`config.mk`:
```
export PLATFORM = sky130hd
export DESIGN_NAME = seg_display_scanner
export DESIGN_NICKNAME = d
export VERILOG_FILES = /design/src/rtl/seg_display_scanner_pkg.sv /design/src/rtl/seg_display_scanner_scan_timer.sv /design/src/rtl/seg_display_scanner.sv
export SDC_FILE = /design/constraint.sdc
export NUM_CORES = 1
export LEC_CHECK = 0
export BUFFER_PORTS_ARGS = -buffer_cell sky130_fd_sc_hd__buf_2
export CAP_MARGIN = 20
export CORE_MARGIN = 2
export CORE_UTILIZATION = 58
export DETAILED_ROUTE_END_ITERATION = 12
export PLACE_DENSITY_LB_ADDON = 0.12
export SYNTH_ARGS = -nofsm -noshare
export SYNTH_HDL_FRONTEND = slang
export SYNTH_SLANG_ARGS = --single-unit
```
`constraint.sdc`:
```
create_clock -name i_Clk -period 3.07 [get_ports i_Clk]
set_clock_uncertainty 0.1 [all_clocks]
set_input_delay 0.921 -clock i_Clk [delete_from_list [all_inputs] [get_ports i_Clk]]
set_output_delay 0.921 -clock i_Clk [all_outputs]
set_load 0.005 [all_outputs]
```
`src/rtl/seg_display_scanner_pkg.sv`:
```
// Shared display constants and helpers used by the scanner and the 7-segment decoder.
package seg_display_scanner_pkg;
  localparam int NUM_DIGITS = 4;
  localparam int DIGIT_W    = 4;
  localparam int IDX_W      = 2;
  localparam int CNT_W      = 16;

  typedef logic [DIGIT_W-1:0] digit_t;
  typedef logic [IDX_W-1:0]   idx_t;

  function automatic logic [NUM_DIGITS-1:0] onehot(input idx_t idx);
    logic [NUM_DIGITS-1:0] v;
    v      = '0;
    v[idx] = 1'b1;
    return v;
  endfunction
endpackage

```
`src/rtl/seg_display_scanner_scan_timer.sv`:
```
// Refresh counter: flags the last cycle of a digit slot and whether the next cycle is past dead time.
module scan_timer
  import seg_display_scanner_pkg::*;
#(
  parameter int REFRESH_DIV = 25000,
  parameter int DEAD_CYCLES = 2
) (
  input  logic i_Clk,
  input  logic i_Reset,
  output logic o_Wrap,
  output logic o_Live_Next
);
  logic [CNT_W-1:0] count, count_next;

  // Look-ahead flag lets the enable register line up exactly with count >= DEAD_CYCLES.
  always_comb begin
    o_Wrap      = (count == CNT_W'(REFRESH_DIV - 1));
    count_next  = o_Wrap ? '0 : count + CNT_W'(1);
    o_Live_Next = (count_next >= CNT_W'(DEAD_CYCLES));
  end

  always_ff @(posedge i_Clk) begin
    if (i_Reset) count <= '0;
    else         count <= count_next;
  end
endmodule

```
`src/rtl/seg_display_scanner.sv`:
```
// Multiplexed 4-digit scanner: holds the digit registers, steps the scan index and drives one-hot enables.
module seg_display_scanner
  import seg_display_scanner_pkg::*;
#(
  parameter int REFRESH_DIV = 25000,
  parameter int DEAD_CYCLES = 2
) (
  input  logic                  i_Clk,
  input  logic                  i_Reset,
  input  logic                  i_Load,
  input  logic [IDX_W-1:0]      i_Load_Index,
  input  logic [DIGIT_W-1:0]    i_Load_Value,
  input  logic [NUM_DIGITS-1:0] i_Blank_Mask,
  output logic [DIGIT_W-1:0]    o_Digit_Value,
  output logic [NUM_DIGITS-1:0] o_Digit_Enable,
  output logic                  o_Scan_Tick
);
  logic wrap, live_next;
  idx_t scan_idx, idx_next;
  logic [NUM_DIGITS-1:0][DIGIT_W-1:0] digit_reg;
  digit_t value_next;
  logic [NUM_DIGITS-1:0] enable_next;

  scan_timer #(
    .REFRESH_DIV (REFRESH_DIV),
    .DEAD_CYCLES (DEAD_CYCLES)
  ) u_timer (
    .i_Clk       (i_Clk),
    .i_Reset     (i_Reset),
    .o_Wrap      (wrap),
    .o_Live_Next (live_next)
  );

  // A load to the slot being shown bypasses the register so the value updates without a gap.
  always_comb begin
    idx_next    = wrap ? scan_idx + idx_t'(1) : scan_idx;
    value_next  = (i_Load && (i_Load_Index == scan_idx)) ? i_Load_Value : digit_reg[scan_idx];
    enable_next = (live_next && !i_Blank_Mask[idx_next]) ? onehot(idx_next) : '0;
  end

  always_ff @(posedge i_Clk) begin
    if (i_Reset) begin
      digit_reg      <= '0;
      scan_idx       <= '0;
      o_Digit_Value  <= '0;
      o_Digit_Enable <= '0;
      o_Scan_Tick    <= 1'b0;
    end else begin
      if (i_Load) digit_reg[i_Load_Index] <= i_Load_Value;
      scan_idx       <= idx_next;
      o_Digit_Value  <= value_next;
      o_Digit_Enable <= enable_next;
      o_Scan_Tick    <= wrap;
    end
  end
endmodule

```
==> results of run 1 <==
-- placed cells by master (no fill, tap or decap), types with 3 or more instances in the layout --
master,n
a21oi_1,4
buf_2,21
clkbuf_4,5
dfxtp_1,43
inv_1,4
mux2i_1,21
mux4_2,4
nand2_1,7
nand3_1,5
nand3b_1,3
nand4_1,5
nor2_1,46
nor3_1,5
nor4_1,4
o21ai_0,3
xnor2_1,13
xor2_1,4
-- power groups by stage --
stage	Sequential, mW	Combinational [mW]	Clock (mW)
4_1_cts	0.584	0.0743	0.442
3_3_place_gp	0.595	0.0704	0
6_report	0.584	0.0735	0.432
2_1_floorplan	0.592	0.0501	0
3_5_place_dp	0.597	0.0739	0
5_1_grt	0.587	0.0824	0.461
-- final cells by class --
class | count | area, sq um | share of cell area
repair buffers | 22 | 113 | 0.0488
multi-input cells | 162 | 1160 | 0.502
well taps | 46 | 57.6 | 0.0250
clock inverters | 2 | 60.1 | 0.0260
clock buffers | 6 | 41.3 | 0.0179
flip-flops and latches | 43 | 861 | 0.373
inverters | 4 | 15.0 | 0.00651
-- routing by layer --
layer / vias to the layer above / share of wire
li1: 818 / -
met1: 777 / 0.43
met2: 52 / 0.50
met3: 6 / 0.053
met4: 0 / 0.015
met5: - / 0
-- stage by stage --
stage               area, sq um  setup slack, ns
floorplan                  2120            0.675
global route               2310            0.118
detailed placement         2200            0.449
CTS                        2310            0.407
global placement           2200            0.605
finish                     2310            0.402
-- worst max path at each step --
| stage | startpoint | end | depth (start not counted) |
|---|---|---|---|
| finish | u_timer.count[0]$_SDFF_PP0_ | o_Digit_Enable[1]$_SDFF_PP0_ | 7 |
| global route | u_timer.count[0]$_SDFF_PP0_ | o_Digit_Enable[1]$_SDFF_PP0_ | 7 |
| CTS | u_timer.count[0]$_SDFF_PP0_ | o_Digit_Enable[1]$_SDFF_PP0_ | 7 |
| detailed placement | u_timer.count[0]$_SDFF_PP0_ | o_Digit_Enable[1]$_SDFF_PP0_ | 7 |
| global placement | u_timer.count[0]$_SDFF_PP0_ | o_Digit_Enable[1]$_SDFF_PP0_ | 7 |
| floorplan | u_timer.count[0]$_SDFF_PP0_ | o_Digit_Enable[1]$_SDFF_PP0_ | 9 |
-- critical path: stages (launching register included) --
cell	delay, ns
dfxtp_1	0.51
ha_1	0.38
and4_1	0.37
o2111ai_1	0.14
a2111oi_0	0.48
nand4_1	0.18
a22oi_2	0.28
nor4_1	0.11
-- logic make-up (layout without fill, tap and decap cells) --
family,count (synthesis),count (layout),synth area share
simple gates,97,97,0.251
flops,43,43,0.406
mux,26,26,0.147
buf+inv,22,34,0.0472
compound gates,21,21,0.0720
xor+xnor,17,17,0.0702
fa+ha+maj,1,1,0.00590
==> metrics.txt, run 1 <==
# TYPE chip_impl_metric gauge
chip_impl_metric{name="synth-edff-count",unit=""} 0
chip_impl_metric{name="antenna-diode-count",unit=""} 0
chip_impl_metric{name="dp.cells",unit=""} 277
chip_impl_metric{name="internal_power",unit="mW"} 0.858
chip_impl_metric{name="timing.max_slew.rel_slack",unit=""} 0.580
chip_impl_metric{name="overall_routing_resource_usage",unit=""} 0.225
chip_impl_metric{name="tightest_slew",unit="ns"} 0.629
chip_impl_metric{name="postSynthAreaPerCell",unit="sq um"} 9.34
chip_impl_metric{name="nets",unit=""} 252
chip_impl_metric{name="grt_pass1_wl",unit="um"} 7200
chip_impl_metric{name="critical_path_arrival",unit="ns"} 2.79
chip_impl_metric{name="final_min_period_over_clock_period",unit=""} 0.869
chip_impl_info{name="crit_reg_reg_endpoint",value="o_Digit_Enable[1]$_SDFF_PP0_"} 1
chip_impl_metric{name="dieWidth",unit="um"} 64.5
chip_impl_metric{name="met2_usage",unit=""} 0.388
chip_impl_metric{name="sequentialPowerShare",unit=""} 0.536
chip_impl_info{name="cp_endpoint_kind",value="flop"} 1
chip_impl_metric{name="slew_violations",unit=""} 0
chip_impl_metric{name="drc_errors",unit=""} 0
chip_impl_info{name="netlist_top_cells_count",value="46 x nor2_1, 43 x dfxtp_1, 21 x mux2i_1"} 1
chip_impl_metric{name="clk_latency",unit="ns"} 0.35
chip_impl_info{name="synth_top_cell_by_area",value="dfxtp_1"} 1
chip_impl_info{name="min_path_type",value="reg2reg"} 1
chip_impl_metric{name="filler_free_cell_count_of_the_finished_design",unit=""} 285
chip_impl_metric{name="drt_first_pass_iters",unit=""} 4
chip_impl_metric{name="largest_net_degree_at_the_start_of_global_routing",unit=""} 31
chip_impl_metric{name="routed_via_density",unit=""} 5.80
chip_impl_metric{name="synth_nets",unit=""} 241
chip_impl_info{name="rsz0062_at_grt",value="false"} 1
chip_impl_info{name="worst_r2r_start",value="u_timer.count[0]$_SDFF_PP0_"} 1
chip_impl_metric{name="first_global_vias",unit=""} 1548
chip_impl_metric{name="postRouteWirelength",unit="um"} 4150
chip_impl_metric{name="routedWlPerCell",unit="um"} 14.6
chip_impl_info{name="yosysMostFrequentCell",value="nor2_1"} 1
chip_impl_metric{name="share_clk_of_total_power",unit=""} 0.396
chip_impl_metric{name="max-clock-path-buffers",unit=""} 2
chip_impl_metric{name="report.final.setup_viol",unit=""} 0
chip_impl_info{name="critPathLaunchType",value="flop"} 1
chip_impl_metric{name="timing_hold_violations_final",unit=""} 0
chip_impl_info{name="grt_busiest_layer",value="met2"} 1
chip_impl_metric{name="cts_repair_resize_count",unit=""} 0
chip_impl_metric{name="dp_hpwl",unit="um"} 2940
chip_impl_metric{name="cts.hold.buffers_added",unit=""} 0
chip_impl_metric{name="first_iter_violations",unit=""} 146
chip_impl_metric{name="fin_crit",unit="ns"} 2.67
chip_impl_metric{name="dr_total_vias",unit=""} 1653
chip_impl_metric{name="utilization",unit=""} 0.675
chip_impl_metric{name="fin_hold_ws",unit="ns"} 0.413
chip_impl_metric{name="sw_frac_of_total",unit=""} 0.212
chip_impl_metric{name="maxCapViolations",unit=""} 0
chip_impl_metric{name="comb_power_share",unit=""} 0.067
chip_impl_metric{name="io_pins",unit=""} 22
chip_impl_metric{name="power.switching",unit="mW"} 0.231
chip_impl_metric{name="clk_transition_reported_paths",unit="ns"} 0.13
chip_impl_metric{name="ir_drop",unit="mV"} 0.422
chip_impl_info{name="ctsRootBufferMaster",value="clkbuf_4"} 1
chip_impl_metric{name="required",unit="ns"} 3.19
chip_impl_metric{name="die_area",unit="sq um"} 4150
chip_impl_info{name="holdCritStartpoint",value="digit_reg[13]$_SDFFE_PP0P_"} 1
chip_impl_metric{name="antenna_violations_before_repair",unit=""} 0
chip_impl_metric{name="reg2regPathDepth",unit=""} 7
chip_impl_metric{name="synthesized_instance_count",unit=""} 227
chip_impl_metric{name="synth_sequential_area_ratio",unit=""} 0.406
chip_impl_metric{name="start_util",unit=""} 0.621
chip_impl_metric{name="core-area",unit="sq um"} 3420
chip_impl_metric{name="max_freq",unit="MHz"} 375
chip_impl_metric{name="yosys_register_bits",unit=""} 43
chip_impl_metric{name="fraction_of_layout_cells_with_a_size_suffix_above_1",unit=""} 0.197
chip_impl_info{name="worstSetupPathType",value="reg2reg"} 1
chip_impl_metric{name="die-height",unit="um"} 64.5
chip_impl_metric{name="r2r_setup_slack",unit="ns"} 0.40
chip_impl_metric{name="floorplan.rows",unit=""} 21
chip_impl_metric{name="clkSinkCount",unit=""} 43
chip_impl_metric{name="nFillCells",unit=""} 290
chip_impl_info{name="synthFlopType",value="dfxtp_1"} 1
chip_impl_info{name="yosys-top-cells-area",value="dfxtp_1 41%, mux2i_1 9.9%, nor2_1 8.1%"} 1
chip_impl_info{name="timing.hold.worst_endpoint",value="digit_reg[13]$_SDFFE_PP0P_"} 1
chip_impl_metric{name="yosys_warnings",unit=""} 0
chip_impl_metric{name="hold_path_depth",unit=""} 2
chip_impl_metric{name="cts_inserted_buffers",unit=""} 5
chip_impl_metric{name="postSynth.asyncResetShare",unit=""} 0
chip_impl_metric{name="timing.critical_path.fanout_max",unit=""} 8
chip_impl_info{name="status",value="completed"} 1
chip_impl_metric{name="fin_tns_setup",unit="ns"} 0
chip_impl_metric{name="detail-route-antenna-nets",unit=""} 0
chip_impl_metric{name="post_synth_instance_area",unit="sq um"} 2120
chip_impl_metric{name="power_density",unit="nW/um^2"} 472
chip_impl_metric{name="htreeDepth",unit=""} 2
chip_impl_metric{name="syn_to_final_growth",unit="%"} 8.80
chip_impl_metric{name="global_route.usage.met1",unit=""} 0.277
chip_impl_info{name="clock_tree_from_tritoncts",value="yes"} 1
chip_impl_metric{name="io_buffers",unit=""} 21
chip_impl_metric{name="post_cts_buffers",unit=""} 0
chip_impl_metric{name="unique_masters_post_synth",unit=""} 51
chip_impl_metric{name="power.leakage",unit="nW"} 0.943
chip_impl_metric{name="total_power",unit="mW"} 1.09
chip_impl_metric{name="globalRouteOverflowTotal",unit=""} 0
chip_impl_metric{name="routabilityCongestion",unit=""} 0.897
chip_impl_metric{name="yosys.area.top_type_share",unit=""} 0.406
chip_impl_metric{name="grtUsageMet3",unit=""} 0.0590
No activity file was read; power rests on OpenSTA's default activity.
==> run 2, diff against run 1 <==
- RECOVER_POWER: not set -> 100
==> run 2 against run 1 <==
Compared with the run above:
- count of clock-buffer cells in the layout unchanged
- first-iteration DRC count fell by 25%
- worst hold slack hardly changed
- largest power group unchanged
- critical path depth did not move
- combinational power fell by 2%
==> metrics.txt, run 2 (synthesis results as in run 1) <==
# TYPE chip_impl_metric gauge
chip_impl_info{name="status",value="completed"} 1
chip_impl_metric{name="core-area",unit="sq um"} 3420
chip_impl_metric{name="fin_ws",unit="ns"} 0.423
chip_impl_metric{name="dieWidth",unit="um"} 64.5
chip_impl_info{name="startpoint",value="u_timer.count[0]$_SDFF_PP0_"} 1
chip_impl_metric{name="required",unit="ns"} 3.19
chip_impl_info{name="critPathLaunchType",value="flop"} 1
chip_impl_metric{name="power_density",unit="nW/um^2"} 478
chip_impl_metric{name="final_min_period_over_clock_period",unit=""} 0.862
chip_impl_metric{name="first_iter_violations",unit=""} 110
chip_impl_metric{name="fin_crit",unit="ns"} 2.65
chip_impl_info{name="most_frequent_cells_in_the_layout",value="46 x nor2_1, 43 x dfxtp_1, 21 x mux2i_1, 17 x buf_2, 13 x xnor2_1"} 1
chip_impl_metric{name="reg2regPathDepth",unit=""} 7
chip_impl_metric{name="report.final.setup_viol",unit=""} 0
chip_impl_metric{name="critical_path_arrival",unit="ns"} 2.76
chip_impl_metric{name="syn_to_final_growth",unit="%"} 7.38
chip_impl_info{name="worst_r2r_start",value="u_timer.count[0]$_SDFF_PP0_"} 1
chip_impl_metric{name="die-height",unit="um"} 64.5
chip_impl_metric{name="clk_transition_reported_paths",unit="ns"} 0.13
chip_impl_metric{name="fraction_of_layout_cells_with_a_size_suffix_above_1",unit=""} 0.163
chip_impl_metric{name="fin_tns_setup",unit="ns"} 0
chip_impl_metric{name="nFillCells",unit=""} 298
chip_impl_metric{name="cts_inserted_buffers",unit=""} 5
chip_impl_metric{name="drc_errors",unit=""} 0
chip_impl_metric{name="timing_hold_violations_final",unit=""} 0
chip_impl_metric{name="tightest_slew",unit="ns"} 0.634
chip_impl_metric{name="detail-route-antenna-nets",unit=""} 0
chip_impl_info{name="clock_tree_from_tritoncts",value="yes"} 1
chip_impl_metric{name="overall_routing_resource_usage",unit=""} 0.225
chip_impl_metric{name="dr_total_vias",unit=""} 1643
chip_impl_metric{name="utilization",unit=""} 0.666
chip_impl_info{name="min_path_type",value="reg2reg"} 1
chip_impl_metric{name="largest_net_degree_at_the_start_of_global_routing",unit=""} 31
chip_impl_metric{name="finalInstanceArea",unit="sq um"} 2280
chip_impl_metric{name="io_buffers",unit=""} 21
chip_impl_metric{name="post-place-ws",unit="ns"} 0.449
chip_impl_metric{name="filler_free_cell_count_of_the_finished_design",unit=""} 285
chip_impl_metric{name="first_global_vias",unit=""} 1548
chip_impl_info{name="crit_reg_reg_endpoint",value="o_Digit_Enable[1]$_SDFF_PP0_"} 1
chip_impl_info{name="timing.critical_path.to",value="o_Digit_Enable[1]$_SDFF_PP0_"} 1
chip_impl_metric{name="power.leakage",unit="nW"} 0.905
chip_impl_metric{name="r2r_setup_slack",unit="ns"} 0.42
chip_impl_metric{name="max_freq",unit="MHz"} 378
chip_impl_metric{name="timing.critical_path.fanout_max",unit=""} 8
chip_impl_metric{name="clk_latency",unit="ns"} 0.35
chip_impl_metric{name="die_area",unit="sq um"} 4150
chip_impl_metric{name="post_cts_buffers",unit=""} 0
chip_impl_metric{name="place_area",unit="sq um"} 2200
chip_impl_metric{name="htreeDepth",unit=""} 2
chip_impl_metric{name="routabilityCongestion",unit=""} 0.897
chip_impl_metric{name="floorplan.rows",unit=""} 21
chip_impl_info{name="rsz0062_at_grt",value="false"} 1
chip_impl_metric{name="drt_first_pass_iters",unit=""} 5
chip_impl_metric{name="postRouteWirelength",unit="um"} 4140
chip_impl_metric{name="maxCapViolations",unit=""} 0
chip_impl_metric{name="slew_violations",unit=""} 0
chip_impl_info{name="worstSetupPathType",value="reg2reg"} 1
chip_impl_metric{name="timing.max_slew.rel_slack",unit=""} 0.577
chip_impl_info{name="layout_commonest_cell",value="nor2_1"} 1
chip_impl_metric{name="max-clock-path-buffers",unit=""} 2
chip_impl_metric{name="cts.hold.buffers_added",unit=""} 0
chip_impl_info{name="ctsRootBufferMaster",value="clkbuf_4"} 1
chip_impl_metric{name="antenna_violations_before_repair",unit=""} 0
chip_impl_info{name="cp_endpoint_kind",value="flop"} 1
chip_impl_metric{name="routedWlPerCell",unit="um"} 14.5
chip_impl_metric{name="start_util",unit=""} 0.621
chip_impl_metric{name="ir_drop",unit="mV"} 0.422
chip_impl_metric{name="dp_hpwl",unit="um"} 2940
chip_impl_metric{name="antenna-diode-count",unit=""} 0
chip_impl_metric{name="nets",unit=""} 252
chip_impl_metric{name="cts_repair_resize_count",unit=""} 0
chip_impl_metric{name="io_pins",unit=""} 22
chip_impl_metric{name="dp.cells",unit=""} 277
chip_impl_metric{name="clkSinkCount",unit=""} 43
chip_impl_metric{name="globalRouteOverflowTotal",unit=""} 0
chip_impl_metric{name="routed_via_density",unit=""} 5.76
chip_impl_metric{name="grt_pass1_wl",unit="um"} 7200
-- run 2: cell types whose count changed in the layout (fill, tap and decap cells not counted) --
cell,delta
clkbuf_1,+5
buf_2,-4
buf_4,-1
nand4_1,+1
nand4_4,-1
nor4b_1,+1
nor4b_2,-1
or2_0,+1
or2_2,-1
-- run 2: stage by stage --
stage                     power (mW)  hold slack [ns]
after floorplan                0.643            0.355
after global placement         0.665            0.369
after detailed placement       0.671            0.389
after CTS                       1.10            0.421
after global routing            1.13            0.455
final                           1.09            0.414
-- run 2: where the power goes --
part	internal (mW)	leakage, nW	total (mW)	switching [mW]
Sequential	0.571	0.349	0.584	0.0123
Clock	0.254	0.0525	0.432	0.178
Combinational	0.0318	0.504	0.0720	0.0402
Total	0.857	0.905	1.09	0.230
-- run 2: worst max-delay path: stages (launching register included) --
cell and delay (ns):
dfxtp_1 0.51, ha_1 0.38, and4_1 0.38, o2111ai_1 0.14, a2111oi_0 0.48, nand4_1 0.18
a22oi_2 0.26, nor4_1 0.10
-- run 2: metal layers --
metal	up-vias	share of wire	GRT usage
li1	817	-	-
met1	768	0.44	0.277
met2	52	0.49	0.388
met3	6	0.049	0.0590
met5	-	0	0
met4	0	0.015	0.0665
-- run 2: worst min path at each step --
stage                                     from                         end  slack, ns  cells after the start
finish              digit_reg[13]$_SDFFE_PP0P_  digit_reg[13]$_SDFFE_PP0P_       0.41                      2
global route         digit_reg[7]$_SDFFE_PP0P_   digit_reg[7]$_SDFFE_PP0P_       0.45                      2
CTS                 digit_reg[10]$_SDFFE_PP0P_  digit_reg[10]$_SDFFE_PP0P_       0.42                      2
detailed placement   digit_reg[7]$_SDFFE_PP0P_   digit_reg[7]$_SDFFE_PP0P_       0.39                      2
global placement     digit_reg[8]$_SDFFE_PP0P_   digit_reg[8]$_SDFFE_PP0P_       0.37                      2
floorplan            digit_reg[0]$_SDFFE_PP0P_   digit_reg[0]$_SDFFE_PP0P_       0.36                      2
-- run 2: cell type report --
| cell class | instances | area [sq um] | area share |
|---|---|---|---|
| inverter | 4 | 15.0 | 0.00660 |
| timing repair buffer | 22 | 104 | 0.0456 |
| sequential | 43 | 861 | 0.378 |
| tap | 46 | 57.6 | 0.0253 |
| clock inverter | 2 | 60.1 | 0.0264 |
| clock buffer | 6 | 41.3 | 0.0181 |
| multi-input combinational | 162 | 1140 | 0.500 |
==> run 3, diff against run 2 <==
- CORE_UTILIZATION: 58 -> 60
- CTS_BUF_LIST: not set -> sky130_fd_sc_hd__clkbuf_4 sky130_fd_sc_hd__clkbuf_8
==> run 3 against run 2 <==
Compared with the run above:
- via count rose by 1.8%
- clock power shrank 35%
- count of clock-buffer cells in the layout unchanged
- combinational power hardly changed
- register-to-register slack gained 0.02 ns
- die area down 3.1%
- wire length rose by 2.2%
- critical path type unchanged
==> metrics.txt, run 3 (synthesis results as in run 1) <==
# TYPE chip_impl_metric gauge
chip_impl_info{name="status",value="completed"} 1
chip_impl_metric{name="antenna_violations_before_repair",unit=""} 0
chip_impl_metric{name="overall_routing_resource_usage",unit=""} 0.237
chip_impl_metric{name="fraction_of_layout_cells_with_a_size_suffix_above_1",unit=""} 0.175
chip_impl_info{name="critPathSlowestCell",value="dfxtp_1"} 1
chip_impl_metric{name="postRouteWirelength",unit="um"} 4230
chip_impl_metric{name="timing.critical_path.buf_inv",unit=""} 0
chip_impl_metric{name="detail-route-antenna-nets",unit=""} 0
chip_impl_metric{name="critical_path_arrival",unit="ns"} 2.78
chip_impl_metric{name="fin_crit",unit="ns"} 2.63
chip_impl_metric{name="core-area",unit="sq um"} 3360
chip_impl_metric{name="routed_via_density",unit=""} 5.85
chip_impl_metric{name="timing_hold_violations_final",unit=""} 0
chip_impl_info{name="layout_commonest_cell",value="nor2_1"} 1
chip_impl_metric{name="dr_total_vias",unit=""} 1672
chip_impl_metric{name="nFillCells",unit=""} 305
chip_impl_metric{name="max_freq",unit="MHz"} 381
chip_impl_metric{name="clk_transition_reported_paths",unit="ns"} 0.13
chip_impl_metric{name="die_area",unit="sq um"} 4020
chip_impl_metric{name="dieWidth",unit="um"} 63.4
chip_impl_info{name="worstSetupPathType",value="reg2reg"} 1
chip_impl_metric{name="floorplan.rows",unit=""} 21
chip_impl_metric{name="fin_hold_ws",unit="ns"} 0.407
chip_impl_info{name="cp_endpoint_kind",value="flop"} 1
chip_impl_info{name="critPathLaunchType",value="flop"} 1
chip_impl_metric{name="syn_to_final_growth",unit="%"} 5.79
chip_impl_metric{name="htreeDepth",unit=""} 2
chip_impl_info{name="rsz0062_at_grt",value="false"} 1
chip_impl_metric{name="grt_pass1_wl",unit="um"} 7460
chip_impl_metric{name="maxCapViolations",unit=""} 0
chip_impl_metric{name="place_area",unit="sq um"} 2210
chip_impl_info{name="min_path_type",value="reg2reg"} 1
chip_impl_info{name="cp_top_family",value="compound AO/OA/AOI/OAI gates"} 1
chip_impl_metric{name="ir_drop",unit="mV"} 0.228
chip_impl_metric{name="final_min_period_over_clock_period",unit=""} 0.856
chip_impl_metric{name="drt_first_pass_iters",unit=""} 4
chip_impl_metric{name="largest_net_degree_at_the_start_of_global_routing",unit=""} 31
chip_impl_metric{name="io_pins",unit=""} 22
chip_impl_info{name="ctsRootBufferMaster",value="clkbuf_4"} 1
chip_impl_metric{name="antenna-diode-count",unit=""} 0
chip_impl_metric{name="routabilityCongestion",unit=""} 0.901
chip_impl_metric{name="globalRouteOverflowTotal",unit=""} 0
chip_impl_info{name="clock_tree_from_tritoncts",value="yes"} 1
chip_impl_metric{name="routedWlPerCell",unit="um"} 14.8
chip_impl_metric{name="cts_repair_resize_count",unit=""} 0
chip_impl_metric{name="drc_errors",unit=""} 0
chip_impl_metric{name="required",unit="ns"} 3.22
chip_impl_metric{name="clkSinkCount",unit=""} 43
chip_impl_metric{name="timing.critical_path.fanout_max",unit=""} 8
chip_impl_metric{name="io_buffers",unit=""} 21
chip_impl_metric{name="cts.hold.buffers_added",unit=""} 0
chip_impl_metric{name="max-clock-path-buffers",unit=""} 2
chip_impl_metric{name="power.leakage",unit="nW"} 0.894
chip_impl_metric{name="timing.max_slew.rel_slack",unit=""} 0.569
chip_impl_metric{name="first_global_vias",unit=""} 1636
chip_impl_metric{name="fin_tns_setup",unit="ns"} 0
chip_impl_metric{name="start_util",unit=""} 0.630
chip_impl_metric{name="finalInstanceArea",unit="sq um"} 2240
chip_impl_info{name="cp_cell_sequence",value="ha_1 -> and4_1 -> o2111ai_1 -> a2111oi_0 -> nand4_1 -> a22oi_1 -> nor4b_2"} 1
chip_impl_metric{name="tightest_slew",unit="ns"} 0.646
chip_impl_metric{name="power_density",unit="nW/um^2"} 418
chip_impl_metric{name="first_iter_violations",unit=""} 93
chip_impl_metric{name="r2r_setup_slack",unit="ns"} 0.44
chip_impl_metric{name="cts_inserted_buffers",unit=""} 5
chip_impl_metric{name="nets",unit=""} 253
chip_impl_metric{name="report.final.setup_viol",unit=""} 0
chip_impl_metric{name="slew_violations",unit=""} 0
chip_impl_metric{name="die-height",unit="um"} 63.4
chip_impl_metric{name="dp_hpwl",unit="um"} 3060
chip_impl_metric{name="post_cts_buffers",unit=""} 0
chip_impl_metric{name="clk_latency",unit="ns"} 0.36
chip_impl_info{name="most_frequent_cells_in_the_layout",value="46 x nor2_1, 43 x dfxtp_1, 21 x mux2i_1, 18 x buf_2, 13 x xnor2_1"} 1
chip_impl_metric{name="crit_path_max_incr_delay",unit="ns"} 0.50
-- run 3: cell types whose count changed in the layout (fill, tap and decap cells not counted) --
cell / previous run / this run
nor4b_1: 2 / 1
clkinv_2: 0 / 1
bufinv_16: 2 / 0
clkbuf_1: 6 / 4
a22oi_1: 1 / 2
buf_2: 17 / 18
clkbuf_4: 5 / 6
nor4b_2: 0 / 1
a22oi_2: 1 / 0
clkinvlp_4: 0 / 1
buf_4: 0 / 1
-- run 3: worst min-delay path, stage by stage (launching register included) --
cell	delay (ns)
dfxtp_1	0.35
mux2i_1	0.07
nor2_1	0.07
-- run 3: final timing paths --
kind / to / cells past startpoint / from
worst max-delay path: o_Digit_Enable[3]$_SDFF_PP0_ / 7 / u_timer.count[0]$_SDFF_PP0_
worst min-delay path: digit_reg[13]$_SDFFE_PP0P_ / 2 / digit_reg[13]$_SDFFE_PP0P_
worst max register to register: o_Digit_Enable[3]$_SDFF_PP0_ / 7 / u_timer.count[0]$_SDFF_PP0_
worst min register to register: digit_reg[13]$_SDFFE_PP0P_ / 2 / digit_reg[13]$_SDFFE_PP0P_
-- run 3: power breakdown --
part | internal (mW) | switching (mW)
Combinational | 0.0319 | 0.0402
Clock | 0.0973 | 0.184
Sequential | 0.571 | 0.0128
Total | 0.701 | 0.237
-- run 3: layout make-up --
cell class,instances,area (sq um),share of cell area
clock buffers,6,45.0,0.0201
inverters,4,15.0,0.00670
clock inverters,2,12.5,0.00558
repair buffers,23,113,0.0502
well taps,46,57.6,0.0257
flip-flops and latches,43,861,0.384
multi-input cells,162,1140,0.508
-- run 3: routing by layer --
layer	vias to the layer above	global-route usage	wire length (um)	share of wire
met5	-	0	0	0
met4	0	0.0978	107	0.025
met3	16	0.0661	199	0.047
met2	52	0.397	2080	0.49
met1	773	0.286	1850	0.44
li1	831	-	-	-
-- run 3: per-stage QoR --
stage	power (mW)	utilization	std cells	worst slack (ns)
2_1_floorplan	0.643	-	227	0.675
3_3_place_gp	0.665	0.658	278	0.630
3_5_place_dp	0.671	0.658	278	0.544
4_1_cts	0.948	0.675	286	0.545
5_1_grt	0.982	0.667	286	0.239
6_report	0.937	0.667	286	0.443
